## config.mk

```make
export PLATFORM = sky130hd
export DESIGN_NAME = stopwatch_ctrl
export DESIGN_NICKNAME = d
export VERILOG_FILES = /design/src/rtl/stopwatch_pkg.sv /design/src/rtl/stopwatch_ctrl_btn_cond.sv /design/src/rtl/stopwatch_ctrl.sv
export SDC_FILE = /design/constraint.sdc
export NUM_CORES = 1
export LEC_CHECK = 0
export ABC_CLOCK_PERIOD_IN_PS = 1800
export CORE_MARGIN = 1
export CORE_UTILIZATION = 53
export CTS_BUF_LIST = sky130_fd_sc_hd__clkbuf_8 sky130_fd_sc_hd__clkbuf_16
export DETAILED_ROUTE_END_ITERATION = 7
export MAX_ROUTING_LAYER = met4
export PLACE_DENSITY = 0.76
export SETUP_SLACK_MARGIN = 0.05
export SLEW_MARGIN = 20
export SYNTH_ARGS = -nofsm -noshare
export SYNTH_HDL_FRONTEND = slang
export SYNTH_HIERARCHICAL = 1
export SYNTH_SLANG_ARGS = --single-unit
export TNS_END_PERCENT = 20
```

## constraint.sdc

```tcl
create_clock -name clk -period 1.8 [get_ports clk]
set_input_delay 0.36 -clock clk [delete_from_list [all_inputs] [get_ports clk]]
set_output_delay 0.36 -clock clk [all_outputs]
set_load 0.02 [all_outputs]
```

## src/rtl/stopwatch_pkg.sv

```systemverilog
// Shared definitions for the stopwatch sequencing controller.
//   sw_state_e         : FSM state encoding, exported on the 'state' port
//   TICK_DIV_DEFAULT   : default clk cycles per base tick
//   DEB_CYCLES_DEFAULT : default debounce length (STOPWATCH_DEBOUNCE_EN builds)
//   is_running()       : true in the states where the prescaler advances
package stopwatch_pkg;

  typedef enum logic [1:0] {
    ST_IDLE  = 2'd0,
    ST_RUN   = 2'd1,
    ST_PAUSE = 2'd2,
    ST_LAP   = 2'd3
  } sw_state_e;

  localparam int unsigned TICK_DIV_DEFAULT   = 1000;
  localparam int unsigned DEB_CYCLES_DEFAULT = 16;

  function automatic logic is_running(input sw_state_e s);
    return (s == ST_RUN) || (s == ST_LAP);
  endfunction

endpackage

```

## src/rtl/stopwatch_ctrl_btn_cond.sv

```systemverilog
// Button conditioner: 2-FF synchronizer, optional debouncer, rising-edge pulse.
// Build option: STOPWATCH_DEBOUNCE_EN adds a debouncer that accepts a new level
// only after DEB_CYCLES consecutive identical synchronized samples.
// Ports:
//   clk      system clock
//   reset    asynchronous, active-high reset
//   btn_i    raw button, asynchronous to clk, active-high
//   press_o  one-cycle press event, decoded from registers only
module btn_cond #(
  parameter int unsigned DEB_CYCLES = 16
) (
  input  logic clk,
  input  logic reset,
  input  logic btn_i,
  output logic press_o
);

  if (DEB_CYCLES < 1 || DEB_CYCLES > 65535) begin : g_bad_deb
    $error("btn_cond: DEB_CYCLES out of range 1..65535");
  end

  logic sync1_q;
  logic sync2_q;
  logic prev_q;
  logic level;

  always_ff @(posedge clk or posedge reset) begin
    if (reset) begin
      sync1_q <= 1'b0;
      sync2_q <= 1'b0;
    end else begin
      sync1_q <= btn_i;
      sync2_q <= sync1_q;
    end
  end

`ifdef STOPWATCH_DEBOUNCE_EN
  localparam int unsigned CW = (DEB_CYCLES < 2) ? 1 : $clog2(DEB_CYCLES);

  logic [CW-1:0] deb_cnt_q;
  logic          stable_q;

  // Counts consecutive samples that differ from the accepted level; any sample
  // that agrees restarts the count, so short glitches never get through.
  always_ff @(posedge clk or posedge reset) begin
    if (reset) begin
      deb_cnt_q <= '0;
      stable_q  <= 1'b0;
    end else if (sync2_q == stable_q) begin
      deb_cnt_q <= '0;
    end else if (deb_cnt_q == CW'(DEB_CYCLES - 1)) begin
      deb_cnt_q <= '0;
      stable_q  <= sync2_q;
    end else begin
      deb_cnt_q <= deb_cnt_q + 1'b1;
    end
  end

  assign level = stable_q;
`else
  assign level = sync2_q;
`endif

  always_ff @(posedge clk or posedge reset) begin
    if (reset) begin
      prev_q <= 1'b0;
    end else begin
      prev_q <= level;
    end
  end

  // Only a 0->1 change of the conditioned level is an event, so a held
  // button yields exactly one press.
  assign press_o = level & ~prev_q;

endmodule

```

## src/rtl/stopwatch_ctrl.sv

```systemverilog
// Stopwatch sequencing controller: turns start/stop and lap/reset buttons into
// time-counter controls and divides clk into the base tick.
// Build option: STOPWATCH_DEBOUNCE_EN enables button debouncing in btn_cond.
// Ports:
//   clk         system clock
//   reset       asynchronous, active-high reset
//   btn_ss      raw start/stop button
//   btn_lr      raw lap/reset button
//   tick_en     one-cycle count enable for the time counter
//   cnt_clr     one-cycle synchronous clear for the time counter
//   run         high in RUN or LAP
//   lap_hold    high in LAP (display freezes)
//   lap_strobe  one-cycle pulse on entry to LAP (display captures)
//   state       current FSM state (sw_state_e encoding)
// Handshake: none; button events are single-cycle pulses and every output is
// either a registered pulse or a decode of the registered state.
module stopwatch_ctrl
  import stopwatch_pkg::*;
#(
  parameter int unsigned TICK_DIV   = TICK_DIV_DEFAULT,
  parameter int unsigned DEB_CYCLES = DEB_CYCLES_DEFAULT
) (
  input  logic       clk,
  input  logic       reset,
  input  logic       btn_ss,
  input  logic       btn_lr,
  output logic       tick_en,
  output logic       cnt_clr,
  output logic       run,
  output logic       lap_hold,
  output logic       lap_strobe,
  output logic [1:0] state
);

  if (TICK_DIV < 2 || TICK_DIV > 65535) begin : g_bad_div
    $error("stopwatch_ctrl: TICK_DIV out of range 2..65535");
  end

  localparam int unsigned PW = $clog2(TICK_DIV);

  logic      ss_ev;
  logic      lr_ev;
  sw_state_e state_q, state_d;
  logic [PW-1:0] presc_q, presc_d;
  logic      tick_q, tick_d;
  logic      clr_q, clr_d;
  logic      strobe_q, strobe_d;
  logic      keep_running;
  logic      presc_wrap;

  btn_cond #(.DEB_CYCLES(DEB_CYCLES)) u_btn_ss (
    .clk     (clk),
    .reset   (reset),
    .btn_i   (btn_ss),
    .press_o (ss_ev)
  );

  btn_cond #(.DEB_CYCLES(DEB_CYCLES)) u_btn_lr (
    .clk     (clk),
    .reset   (reset),
    .btn_i   (btn_lr),
    .press_o (lr_ev)
  );

  // Start/stop is checked first in every state, so a simultaneous lap/reset
  // event is dropped.
  always_comb begin
    state_d  = state_q;
    strobe_d = 1'b0;
    clr_d    = 1'b0;
    case (state_q)
      ST_IDLE: begin
        if (ss_ev) state_d = ST_RUN;
      end
      ST_RUN: begin
        if (ss_ev) begin
          state_d = ST_PAUSE;
        end else if (lr_ev) begin
          state_d  = ST_LAP;
          strobe_d = 1'b1;
        end
      end
      ST_LAP: begin
        if (ss_ev)      state_d = ST_PAUSE;
        else if (lr_ev) state_d = ST_RUN;
      end
      ST_PAUSE: begin
        if (ss_ev) begin
          state_d = ST_RUN;
        end else if (lr_ev) begin
          state_d = ST_IDLE;
          clr_d   = 1'b1;
        end
      end
      default: state_d = ST_IDLE;
    endcase
  end

  // The prescaler only advances when running both now and next cycle: the
  // cycle that leaves for PAUSE neither ticks nor moves the phase, and the
  // cycle that enters RUN from PAUSE/IDLE starts from the held phase, which
  // puts the first tick after IDLE exactly TICK_DIV cycles out.
  always_comb begin
    keep_running = is_running(state_q) && is_running(state_d);
    presc_wrap   = (presc_q == PW'(TICK_DIV - 1));
    tick_d       = keep_running && presc_wrap;
    presc_d      = presc_q;
    if (state_d == ST_IDLE) begin
      presc_d = '0;
    end else if (keep_running) begin
      presc_d = presc_wrap ? '0 : presc_q + 1'b1;
    end
  end

  always_ff @(posedge clk or posedge reset) begin
    if (reset) begin
      state_q  <= ST_IDLE;
      presc_q  <= '0;
      tick_q   <= 1'b0;
      clr_q    <= 1'b0;
      strobe_q <= 1'b0;
    end else begin
      state_q  <= state_d;
      presc_q  <= presc_d;
      tick_q   <= tick_d;
      clr_q    <= clr_d;
      strobe_q <= strobe_d;
    end
  end

  assign tick_en    = tick_q;
  assign cnt_clr    = clr_q;
  assign lap_strobe = strobe_q;
  assign run        = is_running(state_q);
  assign lap_hold   = (state_q == ST_LAP);
  assign state      = state_q;

endmodule

```

* Word level (Yosys, flattened, before mapping)
Index checks and enable logic that the tools add are counted. W data, S select, Z words.
Storage, ports and cells: bits in registers 21, input bits 4, logic and storage cells 44
Cells by class: add/sub/neg operators 1, eq/ne operators 6, muxes and demuxes 15, bitwise gates (word level) 4, reductions and logical operators 7
Operators by type and width (number):
- $mux W10 | 3
- $mux W2 | 7
- $add A10 B1 Y10 const B | 1
- $eq A10 B10 Y1 const B | 1
- $pmux W2 S4 | 1
- $eq A2 B2 Y1 const B | 3
- $eq A2 B1 Y1 const B | 2
- $logic_not A2 Y1 | 2
- $mux W1 | 4
- $and A1 B1 Y1 | 2
- $logic_and A1 B1 Y1 | 2
- $logic_or A1 B1 Y1 | 2
- $not A1 Y1 | 2
- $reduce_bool A2 Y1 | 1

* Longest topological paths before layout
depth in word-level cells 10, mapped depth 6, gate-level depth less buffers 5

* Hierarchy
The synthesis kept the hierarchy.
By module, submodules not included:
- stopwatch_ctrl | times used 1, cells an instance 77, area each 782.0 sq um, seq. area each 375.4 sq um
- btn_cond | times used 2, cells an instance 5, area each 92.6 sq um, seq. area each 75.1 sq um

* Least setup slack after synthesis
Ideal clock, no wire load.
path kind flip-flop to flip-flop, start point register state_q[1] (netlist: state[1]), end point register presc_q[5], library setup time 0.122 ns, arrival time 1.377 ns, data required time 1.678 ns, slack 0.302 ns, cell stages (with the launch flop) 6, path buffers 1, clock period less this slack 1.498 ns, cell sequence dfrtp_1 nor3b_4 or2_2 clkbuf_2 o21ai_0 a32o_1
On the way: cells in the longest elaborated chain, start to end 7, elaborated cells on any way between the ends 20, those cells by class eq/ne: 5; mux: 9; reduce/logical: 6
RTL lines:
- start, declared | line stopwatch_ctrl.sv:43 | sw_state_e state_q, state_d;
- start signal, assigned | line stopwatch_ctrl.sv:123 | state_q <= state_d;
- $mux W2, on equally long branches | line stopwatch_ctrl.sv:90, stopwatch_ctrl.sv:78, stopwatch_ctrl.sv:85
- $mux W2, on equally long branches | line stopwatch_ctrl.sv:88, stopwatch_ctrl.sv:76, stopwatch_ctrl.sv:84
- $pmux W2 S4 | line stopwatch_ctrl.sv:71 | case (state_q)
- $eq A2 B1 Y1 or $eq A2 B2 Y1 (tied branches) | line stopwatch_pkg.sv:19 | return (s == ST_RUN) || (s == ST_LAP);
- $logic_or A1 B1 Y1 | line stopwatch_pkg.sv:19
- $logic_and A1 B1 Y1 | line stopwatch_ctrl.sv:104 | keep_running = is_running(state_q) && is_running(state_d);
- $reduce_bool A2 Y1 (no source line)
- end signal, assigned | line stopwatch_ctrl.sv:124 | presc_q <= presc_d;
- end, declared | line stopwatch_ctrl.sv:44 | logic [PW-1:0] presc_q, presc_d;
Several ways; a longest one is shown, not always the timed one. A chain may end at the register's enable or synchronous reset.

* Worst setup path in the final report
start point register state_q[1] (netlist: state[1]), end point output state[1]
RTL lines:
- end, declared | line stopwatch_ctrl.sv:32 | output logic [1:0] state
No word-level cell between the ends.

==> impl_metrics.env <==
export IMPL_grt_usage=0.205
export IMPL_ys_warn_count=6
export IMPL_hold_viol_final=0
export IMPL_netlist_instances=87
export IMPL_min_period_ps=1660
export IMPL_start_util=0.560
export IMPL_cp_end_kind="output pin"
export IMPL_ys_types=31
export IMPL_cts_sinks=21
export IMPL_wirelength_um=1720
export IMPL_cts_setup_buffers=0
export IMPL_routedWlPerCell_um=14.0
export IMPL_synth_fp_nets=92
export IMPL_synth_largest_area_cell="dfrtp_1"
export IMPL_syn_cell_area_um2=967
export IMPL_fin_cells=123
export IMPL_arrival_ps=1300
export IMPL_cts_resized_gates=2
export IMPL_critPathBufInv=1
export IMPL_fin_skew_ps=5.32
export IMPL_synth_seq_cells=21
export IMPL_h_tree_depth=1
export IMPL_avgSynthCellArea_um2=11.1
export IMPL_area_delta_synth_final_pct=16.6
export IMPL_ys_seq_area_frac=0.543
export IMPL_placedCellCount=119
export IMPL_gr_total_overflow=0
export IMPL_num_io_pins=11
export IMPL_cp_required_ps=1440
export IMPL_cts_hold_buf=0
export IMPL_path_cells="clkdlybuf4s50_1"
export IMPL_avgViaCountPerCell=5.15
export IMPL_hpwlAfterDp_um=1200
export IMPL_final_layout_size_suffix_gt1_frac=0.122
export IMPL_slew_headroom=0.615
export IMPL_crit_fanout=5
export IMPL_maxCapViolCount=0
export IMPL_synth_area_top_cells="dfrtp_1 54%, xnor2_1 4.5%, o21ai_0 4.1%"
export IMPL_status="completed"
export IMPL_portBuffers=10
export IMPL_period_share=0.924
export IMPL_final_area_um2=1130
export IMPL_ant_nets=0
export IMPL_die_width_um=44.7
export IMPL_first_iter_violations=18
export IMPL_cts_path_max_buffers=2
export IMPL_max_clock_freq_ghz=0.601
export IMPL_critPathKind="flop to output pin"
export IMPL_startpoint_type="flop"
export IMPL_cts_tree="yes"
export IMPL_antenna_cells=0
export IMPL_row_count=15
export IMPL_fillers=152
export IMPL_final_util=0.653
export IMPL_cp_startpoint="state[1]"
export IMPL_grt_pass1_vias=602
export IMPL_cts_inserted_buffers=3
export IMPL_reg2reg_from="presc_q[0]"
export IMPL_slowest_stage="clkdlybuf4s50_1"
export IMPL_antenna_found_initial=0
export IMPL_dr_pass1_iters=5
export IMPL_hold_class="primary input to asynchronous set/reset pin"
export IMPL_die_h_um=44.7
export IMPL_peakVddDrop_uv=782
export IMPL_power_leakage_nw=0.479
export IMPL_setup_viol=0
export IMPL_final_cell_mix="20 x dfrtp_1, 9 x clkdlybuf4s50_1, 8 x o21ai_0"
export IMPL_worst_pin_slew_ps=577
export IMPL_layout_commonest_cell="dfrtp_1"
export IMPL_coreArea_um2=1730
export IMPL_drc=0
export IMPL_yosys_area_top_type_share=0.543
export IMPL_seqCellArea_um2=527
export IMPL_fin_nets=104
export IMPL_power_density_nw_per_um2=1170
export IMPL_via_count=634
export IMPL_clockRootBuffer="clkbuf_8"
export IMPL_dpl_cell_area_um2=1080
export IMPL_slew_viol_final=0
export IMPL_slowest_delay_ps=630
export IMPL_globalplace_congestion=0.811
export IMPL_die_area_um2=2000
export IMPL_clk_pin_slew_ps=70
export IMPL_critPathTopFamily="buffers and inverters"
export IMPL_clkLatencyLatePin_ps=260
export IMPL_multi_input_area_um2=395
export IMPL_rsz0062_at_grt="no"
export IMPL_grt_pass1_wl_um=2770
export IMPL_fin_setup_tns_ps=0
export IMPL_grt_max_degree=16
[registers in the layout, indices dropped and copies added, names as in the netlist]
name and cells:
presc_q 10, state 2, cnt_clr 1, lap_strobe 1
tick_en 1, u_btn_lr/level 1, u_btn_lr/prev_q 1, u_btn_lr/sync1_q 1
u_btn_ss/level 1, u_btn_ss/prev_q 1, u_btn_ss/sync1_q 1
[final timing paths]
check	slack, ps	end	cells after the start
min in group clk	360	u_btn_ss/level	0
min reg2reg	360	u_btn_ss/level	0
max reg2reg	270	presc_q[3]	5
min	330	u_btn_ss/level	2
max in group asynchronous	860	state[0]	2
max	140	state[1]	1
[power by group]
part | internal, mW | switching (mW) | total, mW
Combinational | 0.195 | 0.226 | 0.421
Sequential | 0.535 | 0.0707 | 0.606
Clock | 0.152 | 0.144 | 0.296
[kinds of logic (layout without fill, tap and decap cells)]
| logic type | Yosys count | count (layout) | synth area share |
|---|---|---|---|
| AO/OA/AOI/OAI | 12 | 12 | 0.0854 |
| adder cells (fa/ha/maj) | 1 | 1 | 0.0129 |
| XOR/XNOR | 6 | 6 | 0.0543 |
| buffers and inverters | 9 | 20 | 0.0479 |
| AND/OR/NAND/NOR | 38 | 38 | 0.256 |
| flip-flops | 21 | 21 | 0.543 |
[synthesized netlist by cell type, drive strengths merged]
cell     n
a21oi    1
a31oi    1
a32o     2
and2     2
and4     1
and4bb   1
buf      2
clkbuf   3
dfrtp   21
ha       1
inv      4
nand2    4
nand2b   2
nand3    2
nand3b   1
nand4    3
nand4b   1
nor2     7
nor2b    5
nor3     1
nor3b    2
nor4     2
o21ai    8
or2      1
or3      3
xnor2    5
xor2     1
[cell type report]
| class | instances | share of cell area |
|---|---|---|
| inverter | 4 | 0.0133 |
| clock inverter | 1 | 0.00333 |
| timing repair buffer | 12 | 0.101 |
| sequential | 21 | 0.467 |
| tap | 25 | 0.0277 |
| clock buffer | 3 | 0.0366 |
| multi-input combinational | 57 | 0.351 |
[stage by stage]
| step | setup WS [ps] | power (mW) | hold slack (ps) |
|---|---|---|---|
| after floorplan | 302 | 0.883 | 114 |
| after global placement | 287 | 1.02 | 340 |
| after detailed placement | 278 | 1.04 | 340 |
| after CTS | 122 | 1.33 | 322 |
| after global routing | 96.3 | 1.39 | 354 |
| final | 137 | 1.32 | 326 |
[metal layers]
metal	part of all wire	track usage	routed length, um	vias up
li1	-	-	-	319
met1	0.48	0.282	830	304
met2	0.49	0.285	843	9
met3	0.020	0.0280	34	2
met4	0.0064	0.133	11	0
met5	0	-	0	-
No activity file was read; power rests on OpenSTA's default activity.
